### src/rtl/alu.sv
// RV32I integer ALU for the execute stage: combinational result, zero flag
// and a registered copy of the result for the pipeline.
//
// Ports:
//   clk       : rising-edge clock
//   rst_n     : asynchronous active-low reset (clears alu_res_q only)
//   rs1       : operand A (register value or PC via the ASel mux)
//   rs2       : operand B (register value or immediate via the BSel mux)
//   ALUsel    : operation select (see alu_op_e)
//   alu_res   : combinational result
//   alu_res_q : alu_res registered on rising clk
//   zero      : combinational, high when alu_res is zero

package alu_pkg;

    typedef enum logic [3:0] {
        ALU_ADD   = 4'd0,
        ALU_SUB   = 4'd1,
        ALU_SLL   = 4'd2,
        ALU_SLT   = 4'd3,
        ALU_SLTU  = 4'd4,
        ALU_XOR   = 4'd5,
        ALU_SRL   = 4'd6,
        ALU_SRA   = 4'd7,
        ALU_OR    = 4'd8,
        ALU_AND   = 4'd9,
        ALU_JADD  = 4'd10,
        ALU_LUIOP = 4'd11
    } alu_op_e;

endpackage

module alu
    import alu_pkg::*;
(
    input  logic        clk,
    input  logic        rst_n,
    input  logic [31:0] rs1,
    input  logic [31:0] rs2,
    input  logic [3:0]  ALUsel,
    output logic [31:0] alu_res,
    output logic [31:0] alu_res_q,
    output logic        zero
);

    logic [15:0] op_oh;
    logic [4:0]  shamt;
    logic [31:0] sum;
    logic [31:0] diff;
    logic [31:0] sll_r;
    logic [31:0] srl_r;
    logic [31:0] sra_r;
    logic        lt_s;
    logic        lt_u;

    // One-hot decode of the select; codes 12..15 match no arm below.
    assign op_oh = 16'b1 << ALUsel;

    assign shamt = rs2[4:0];
    assign sum   = rs1 + rs2;
    assign diff  = rs1 - rs2;
    assign sll_r = rs1 << shamt;
    assign srl_r = rs1 >> shamt;
    assign sra_r = $unsigned($signed(rs1) >>> shamt);
    assign lt_s  = $signed(rs1) < $signed(rs2);
    assign lt_u  = rs1 < rs2;

    always_comb begin
        alu_res = 32'h0000_0000;
        unique case (1'b1)
            op_oh[ALU_ADD]:   alu_res = sum;
            op_oh[ALU_SUB]:   alu_res = diff;
            op_oh[ALU_SLL]:   alu_res = sll_r;
            op_oh[ALU_SLT]:   alu_res = {31'b0, lt_s};
            op_oh[ALU_SLTU]:  alu_res = {31'b0, lt_u};
            op_oh[ALU_XOR]:   alu_res = rs1 ^ rs2;
            op_oh[ALU_SRL]:   alu_res = srl_r;
            op_oh[ALU_SRA]:   alu_res = sra_r;
            op_oh[ALU_OR]:    alu_res = rs1 | rs2;
            op_oh[ALU_AND]:   alu_res = rs1 & rs2;
            // Jump target: bit 0 cleared as JALR requires.
            op_oh[ALU_JADD]:  alu_res = sum & 32'hFFFF_FFFE;
            op_oh[ALU_LUIOP]: alu_res = rs2;
            default:          alu_res = 32'h0000_0000;
        endcase
    end

    assign zero = (alu_res == 32'h0000_0000);

    always_ff @(posedge clk or negedge rst_n) begin
        if (!rst_n) begin
            alu_res_q <= 32'h0000_0000;
        end else begin
            alu_res_q <= alu_res;
        end
    end

endmodule

### config.mk
export PLATFORM = sky130hd
export DESIGN_NAME = alu
export DESIGN_NICKNAME = d
export VERILOG_FILES = /design/src/rtl/alu.sv
export SDC_FILE = /design/constraint.sdc
export NUM_CORES = 1
export LEC_CHECK = 0
export CORE_MARGIN = 4
export CORE_UTILIZATION = 40
export CTS_CLUSTER_SIZE = 24
export DETAILED_ROUTE_END_ITERATION = 12
export GPL_TIMING_DRIVEN = 0
export HOLD_SLACK_MARGIN = 0.06
export MAX_ROUTING_LAYER = met4
export SYNTH_ARGS = -nofsm -noshare
export SYNTH_HDL_FRONTEND = slang
export SYNTH_SLANG_ARGS = --single-unit
### constraint.sdc
create_clock -name clk -period 7.3 [get_ports clk]
set_input_delay 0.73 -clock clk [delete_from_list [all_inputs] [get_ports clk]]
set_output_delay 0.73 -clock clk [all_outputs]
set_load 0.1 [all_outputs]
Yosys cells after proc, flatten, opt, wreduce, memory -nomap -nowiden

Cells that the tools add are included.

Output and inout bits: 65
Register bits: 32
Logic and storage cells: 14

Shift-type cells: 4
Magnitude comparators: 2
Bitwise gates (word level): 3
Reductions and logical operators: 1
Add/subtract/negate cells: 2
Multiplexer cells: 1

Operators with widths:

| kind                                             | count |
|---|---|
| one-hot mux 32 bit (12 select lines)             | 1 |
| less-than comparator 32 bit                      | 2 |
| adder 32 bit                                     | 1 |
| bitwise AND 32 bit                               | 1 |
| zero test 32 bit                                 | 1 |
| OR 32 bit                                        | 1 |
| left shift 32 x 5 -> 32 bit                      | 1 |
| >> shifter 32 x 5 -> 32 bit                      | 1 |
| >>> shifter 32 x 5 -> 32 bit                     | 1 |
| subtractor 32 bit                                | 1 |
| XOR 32 bit                                       | 1 |
| left shift 1 x 4 -> 12 bit, first input constant | 1 |

Longest topological paths before layout

Gate-level depths: netlist (run 1).

Depth after elaboration: 3
Mapped depth: 18
Gate-level depth less buffers: 14

Worst setup path after synthesis (run 1)

No wires, ideal clock.

Path kind: input-to-output
Start: input rs2[3]
End: output zero
Stages: 18
Arrival time: 7.445 ns
Buffers on the path: 5
Setup slack: -0.875 ns
Data required time: 6.570 ns
Cell sequence: buf_2 -> buf_2 -> inv_1 -> buf_2 -> buf_2 -> ha_1 -> buf_2 -> nor2_1 -> a221o_1 -> o21a_1 -> nor3_1 -> o22ai_1 -> nor2_1 -> o21ai_0 -> or4_1 -> or3_1 -> or4_1 -> nor4_2

Longest elaborated chain between the ends: 3
Elaborated cells on any way between the ends: 12
Those cells by class: add/sub: 2; order compare: 2; shift: 3; mux: 1; bitwise: 3; reduce/logical: 1

RTL lines:

| item                                     | line | text |
|---|---|---|
| start, declared                          | 39   | `input logic [31:0] rs2,` |
| adder 32 bit (tied with other cells)     | 60   | `assign sum = rs1 + rs2;` |
| one-hot mux 32 bit (12 select lines) (*) | 70   | `unique case (1'b1)` |
| named net alu_res[13]                    | 41   | `output logic [31:0] alu_res,` |
| zero test 32 bit (*)                     | 88   | `assign zero = (alu_res == 32'h0000_0000);` |
| end, declared                            | 43   | `output logic zero` |

The timed path passes the listed nets; every way through them passes the cells marked *.

Worst setup path in the final report (run 1)

Start: input rs2[2]
End: output zero

Longest elaborated chain between the ends: 3
Elaborated cells on any way between the ends: 12
Those cells by class: add/sub: 2; order compare: 2; shift: 3; mux: 1; bitwise: 3; reduce/logical: 1

RTL lines:

| item                                     | line |
|---|---|
| adder 32 bit (tied with other cells)     | 60 |
| one-hot mux 32 bit (12 select lines) (*) | 70 |
| zero test 32 bit (*)                     | 88 |

Every way passes the cells marked *; elsewhere a longest branch is shown, timed or not.

==> impl_metrics.json, run 1 <==
{
  "status": "complete, but fails checks",
  "failed_checks": "negative setup slack",
  "routed_wire_length_per_instance_um": 34.8,
  "multi_input_comb_area_um2": 9660,
  "timing.hold.worst.class": "input pin to asynchronous set/reset pin",
  "cts-root-buf": "clkbuf_16",
  "final_hold_viol_count": 0,
  "first_pass_grt_wire_length_um": 100000,
  "crit_buf_inv": 3,
  "setup_total_negative_slack_ns": -0.414,
  "largest_register": "alu_res_q",
  "drv_cap": 0,
  "slowest_stage": "a22oi_1",
  "worst_ep_required_time_ns": 6.57,
  "start_util_pct": 40.9,
  "dp.cells": 2042,
  "sink_count": 32,
  "drtAntennaViolNets": 0,
  "detailed_place_hpwl_um": 57700,
  "post_cts.resized_instances": 13,
  "wirelength_um": 71400,
  "drive_above_1_share_pct": 11.8,
  "grt_start_max_net_pins": 33,
  "critical_path.endpoint_type": "output pin",
  "area_contributors_post_synth": "mux4_2 13%, ha_1 11%, dfrtp_1 7.0%",
  "cts_tree": "done",
  "timing.critical_path.fanout_max": 10,
  "flip_flop_count_of_the_largest_register_after_layout": 32,
  "cts_htree_levels": 2,
  "maximum_clock_path_buffer_count": 2,
  "synth-edff-count": 0,
  "p_leak_nw": 5.50,
  "area_growth_syn_to_layout_pct": 18.4,
  "rsz0062_at_grt": "true",
  "detailedRoute.firstIterationViolations": 2871,
  "layout_min_cycle_time_ns": 7.71,
  "num-fill-cells": 2862,
  "postSynth.topFlopCell": "dfrtp_1",
  "final_nets": 1840,
  "ordered_list_of_cells_on_the_worst_path": "clkdlybuf4s50_1 -> buf_4 -> nor2_1 -> mux2i_1 -> o22ai_1 -> a22oi_1 -> nor2_1 -> a2111oi_1 -> o21ai_0 -> or3_1 -> or4_1 -> nor4_2 -> buf_4",
  "synth-seq-area-share_pct": 6.97,
  "critical_path.startpoint_type": "input pin",
  "tightest_slew_ns": 1.16,
  "power_density_nw_per_um2": 151,
  "synthTopCellsByCount": "155 x nand2_1, 107 x nor2_1, 100 x a21oi_1, 97 x ha_1, 97 x inv_1",
  "io_buffers": 132,
  "route.detailed.drc": 0,
  "via_per_inst": 7.34,
  "die_w_um": 177,
  "synthesis.yosys.warnings": 0,
  "die-height_um": 177,
  "timing_worst_setup_path_type": "input pin to output pin",
  "vias": 15076,
  "die-area_um2": 31500,
  "gp_congestion": 1.15,
  "utilization_pct": 48.4,
  "antenna_found_initial": 4,
  "post-synth-top-count-cell": "nand2_1",
  "synth_area_leader_cell": "mux4_2",
  "synth_cells": 1530,
  "synth_area_per_cell_um2": 7.51,
  "synth_top_area_share_pct": 13.1,
  "seq_area_um2": 801,
  "synth.ff_latch_count": 32,
  "critPathTopFamily": "compound AO/OA/AOI/OAI gates",
  "core_footprint_um2": 28100,
  "ios": 135,
  "final-max-slew-violation-count": 0,
  "clkTransAtPathRegs_ns": 0.05,
  "netlist-cell-type-count": 91,
  "worst_slack_ns": -0.414,
  "maxSlewHeadroom_pct": 21.9,
  "async_flop_share_pct": 100,
  "num_rows": 61,
  "first_global_vias": 14189,
  "fmaxAchievable_mhz": 130,
  "mappedNetlistNets": 1699,
  "synth_area_um2": 11500,
  "largest_registers_in_the_final_layout": "alu_res_q: 32 flops",
  "timing.critical_path.slowest_cell_delay_ns": 0.95,
  "worst_ir_drop_vdd_mv": 0.0880,
  "overflow": 0,
  "cts_buffers": 5,
  "dr.pass1.iters": 6,
  "instances_no_fill": 2053,
  "total_of_endpoints_with_negative_setup_slack_in_the_final_report": 1,
  "post-cts-setup-buffers": 0,
  "portion_of_the_clock_cycle_consumed_by_the_worst_path_in_the_final_layout_pct": 106,
  "cp.arrival_ns": 6.98,
  "cts_hold_buffers_added": 0,
  "grtUsageTotal_pct": 44.8
}
-- power by group --
group          total (mW)  switching (mW)  internal [mW]
combinational        1.61            1.17          0.442
sequential          0.214         0.00725          0.207
clock               0.234          0.0738          0.160
total                2.06            1.25          0.809
-- layer usage --
metal  share of wire [%]  GRT usage (%)  vias to the layer above
met4                 8.5           29.3                        0
met2                  42           65.4                     1373
met5                   0              -                        -
li1                    -              -                     6120
met1                  36           54.2                     7194
met3                  14           12.4                      389
-- placed cells by master (no fill, tap or decap), drive strengths merged, types with 32 or more instances in the layout --
cell type / count
buf: 70
clkdlybuf4s50: 126
clkbuf: 93
a21oi: 101
mux4: 67
nand3: 44
nand2: 155
nor2: 107
dfrtp: 32
mux2i: 64
o21ai: 88
inv: 98
ha: 97
-- cells by family after synthesis --
| family | count (synthesis) | share of synthesized area [%] |
|---|---|---|
| AO/OA/AOI/OAI | 518 | 31.3 |
| flip-flops | 32 | 6.97 |
| XOR/XNOR | 6 | 0.457 |
| buffers and inverters | 252 | 9.54 |
| AND/OR/NAND/NOR | 469 | 19.8 |
| multiplexers | 154 | 21.0 |
| adder cells (fa/ha/maj) | 99 | 10.9 |
-- through the flow --
stage	total power, mW	setup WS [ns]	cell area, µm²	hold WS, ns
6_report	2.06	-0.414	13600	0.486
5_1_grt	2.11	-0.235	13600	0.548
2_1_floorplan	1.27	-0.238	11600	0.434
4_1_cts	2.00	0.118	13600	1.20
3_5_place_dp	1.76	-1.32	13400	1.49
3_3_place_gp	1.76	-1.37	13400	1.47
-- worst max path at each step --
stage	start	to	cells after the start
floorplan	rs2[3]	zero	18
global placement	rs2[0]	zero	18
detailed placement	rs2[0]	zero	18
CTS	rs2[4]	zero	17
global route	rs2[4]	zero	17
finish	rs2[2]	zero	13
-- cell type report --
| type | count | area share (%) |
|---|---|---|
| diodes | 3 | 0.0552 |
| plain buffers | 153 | 5.77 |
| clock buffers | 6 | 0.948 |
| clock inverters | 2 | 0.258 |
| inverters | 99 | 2.75 |
| multi-input cells | 1246 | 71.0 |
| flip-flops and latches | 32 | 5.89 |
| well taps | 378 | 3.48 |
| repair buffers | 134 | 9.82 |
Note: power is estimated with default switching activity, not from simulation.
==> run 2, diff against run 1 <==
CAP_MARGIN = 20   (was default)
==> impl_metrics.json, run 2 (same netlist as run 1, synthesis figures left out) <==
{
  "maxSlewHeadroom_pct": 18.4,
  "routed_wire_length_per_instance_um": 34.7,
  "core_footprint_um2": 28100,
  "portion_of_the_clock_cycle_consumed_by_the_worst_path_in_the_final_layout_pct": 104,
  "cts_hold_buffers_added": 0,
  "first_pass_grt_wire_length_um": 101000,
  "critical_path.startpoint_type": "input pin",
  "final_design_area_no_fill_um2": 13600,
  "die-area_um2": 31500,
  "cp.arrival_ns": 6.89,
  "power_density_nw_per_um2": 151,
  "final_common_cell": "nand2_1",
  "vias": 15128,
  "num-fill-cells": 2898,
  "ios": 135,
  "detailed_place_hpwl_um": 57900,
  "route.detailed.drc": 0,
  "first_global_vias": 14282,
  "worst_ir_drop_vdd_mv": 0.0982,
  "timing_worst_setup_path_type": "input pin to output pin",
  "antenna_found_initial": 2,
  "drv_cap": 0,
  "failed_checks": "negative setup slack",
  "maximum_clock_path_buffer_count": 2,
  "final_cell_mix": "155 x nand2_1, 126 x clkdlybuf4s50_1, 107 x nor2_1",
  "pre_cts_slack_ns": -1.33,
  "drive_above_1_share_pct": 12.0,
  "largest_register": "alu_res_q",
  "timing.hold.ws_ns": 0.777,
  "gp_congestion": 1.15,
  "cts-root-buf": "clkbuf_16",
  "crit_buf_inv": 4,
  "start_util_pct": 40.9,
  "timing.critical_path.fanout_max": 10,
  "tightest_slew_ns": 1.22,
  "largest_registers_in_the_final_layout": "alu_res_q: 32 flops",
  "dpl-instance-area_um2": 13400,
  "slowest_stage": "a22oi_1",
  "timing.hold.worst.class": "input pin to asynchronous set/reset pin",
  "io_buffers": 132,
  "cts_buffers": 5,
  "wirelength_um": 71300,
  "worst_ep_required_time_ns": 6.57,
  "detailedRoute.firstIterationViolations": 2801,
  "worst_slack_ns": -0.322,
  "via_per_inst": 7.37,
  "layout_min_cycle_time_ns": 7.62,
  "timing.critical_path.slowest_cell_delay_ns": 0.95,
  "dr.pass1.iters": 10,
  "num_rows": 61,
  "fmaxAchievable_mhz": 131,
  "grtUsageTotal_pct": 45.0,
  "clkTransAtPathRegs_ns": 0.05,
  "flip_flop_count_of_the_largest_register_after_layout": 32,
  "die-height_um": 177,
  "sink_count": 32,
  "cts_htree_levels": 2,
  "total_of_endpoints_with_negative_setup_slack_in_the_final_report": 1,
  "setup_total_negative_slack_ns": -0.322,
  "cts_tree": "done",
  "critPathTopFamily": "compound AO/OA/AOI/OAI gates",
  "ordered_list_of_cells_on_the_worst_path": "clkdlybuf4s50_1 -> buf_6 -> buf_4 -> nor2_1 -> mux2i_1 -> o22ai_1 -> a22oi_1 -> nor2_1 -> a2111oi_1 -> o21ai_0 -> or3_1 -> or4_1 -> nor4_2 -> buf_4",
  "area_growth_syn_to_layout_pct": 18.7,
  "rsz0062_at_grt": "true",
  "status": "complete, but fails checks",
  "p_leak_nw": 5.52,
  "drtAntennaViolNets": 0,
  "die_w_um": 177,
  "crit_cells": 14,
  "grt_start_max_net_pins": 23,
  "utilization_pct": 48.5,
  "overflow": 0,
  "final-max-slew-violation-count": 0,
  "final_nets": 1841,
  "final_hold_viol_count": 0,
  "critical_path.endpoint_type": "output pin"
}
==> run 2: changes by cell type in the layout (fill, tap and decap cells not counted), sizes merged <==
cell	delta
clkbuf	+2
diode	-2
buf	-3
dlymetal6s2s	+1
clkdlybuf4s15	+1
==> run 2: power by group <==
| part | switching, mW | total (mW) | internal (mW) |
|---|---|---|---|
| Clock | 0.0768 | 0.237 | 0.160 |
| Sequential | 0.00744 | 0.215 | 0.207 |
| Combinational | 1.16 | 1.61 | 0.444 |
==> run 2: metrics by stage <==
stage | instances | total power, mW
2_1_floorplan | 1530 | 1.27
3_3_place_gp | 2040 | 1.76
3_5_place_dp | 2043 | 1.76
4_1_cts | 2051 | 2.01
5_1_grt | 2052 | 2.11
6_report | 2052 | 2.06
==> run 2: worst max path at each step <==
stage / start / endpoint / slack [ns]
2_1_floorplan: rs2[3] / zero / -0.24
5_1_grt: rs1[5] / zero / -0.05
4_1_cts: rs2[3] / zero / 0.1
6_report: rs2[1] / zero / -0.32
3_5_place_dp: rs2[0] / zero / -1.33
3_3_place_gp: rs2[0] / zero / -1.37
==> run 2: timing repair <==
item,CTS,global route
setup buffers,0,0
gates cloned,0,0
endpoints found under the setup margin,3,5
gates resized for setup,12,15
==> run 2: layout make-up <==
| class | instances | area (µm²) | share of cell area, % |
|---|---|---|---|
| diodes | 1 | 2.50 | 0.0184 |
| plain buffers | 153 | 796 | 5.84 |
| flip-flops and latches | 32 | 801 | 5.87 |
| clock buffers | 6 | 129 | 0.945 |
| multi-input cells | 1246 | 9660 | 70.9 |
| well taps | 378 | 473 | 3.47 |
| clock inverters | 2 | 35.0 | 0.257 |
| repair buffers | 135 | 1360 | 9.96 |
| inverters | 99 | 374 | 2.74 |
==> run 2: metal layers <==
metal	vias to the layer above	share of wire [%]	global-route usage, %
li1	6130	-	-
met1	7212	36	54.8
met2	1407	42	66.5
met3	379	14	11.9
met4	0	8.6	27.7
met5	-	0	-
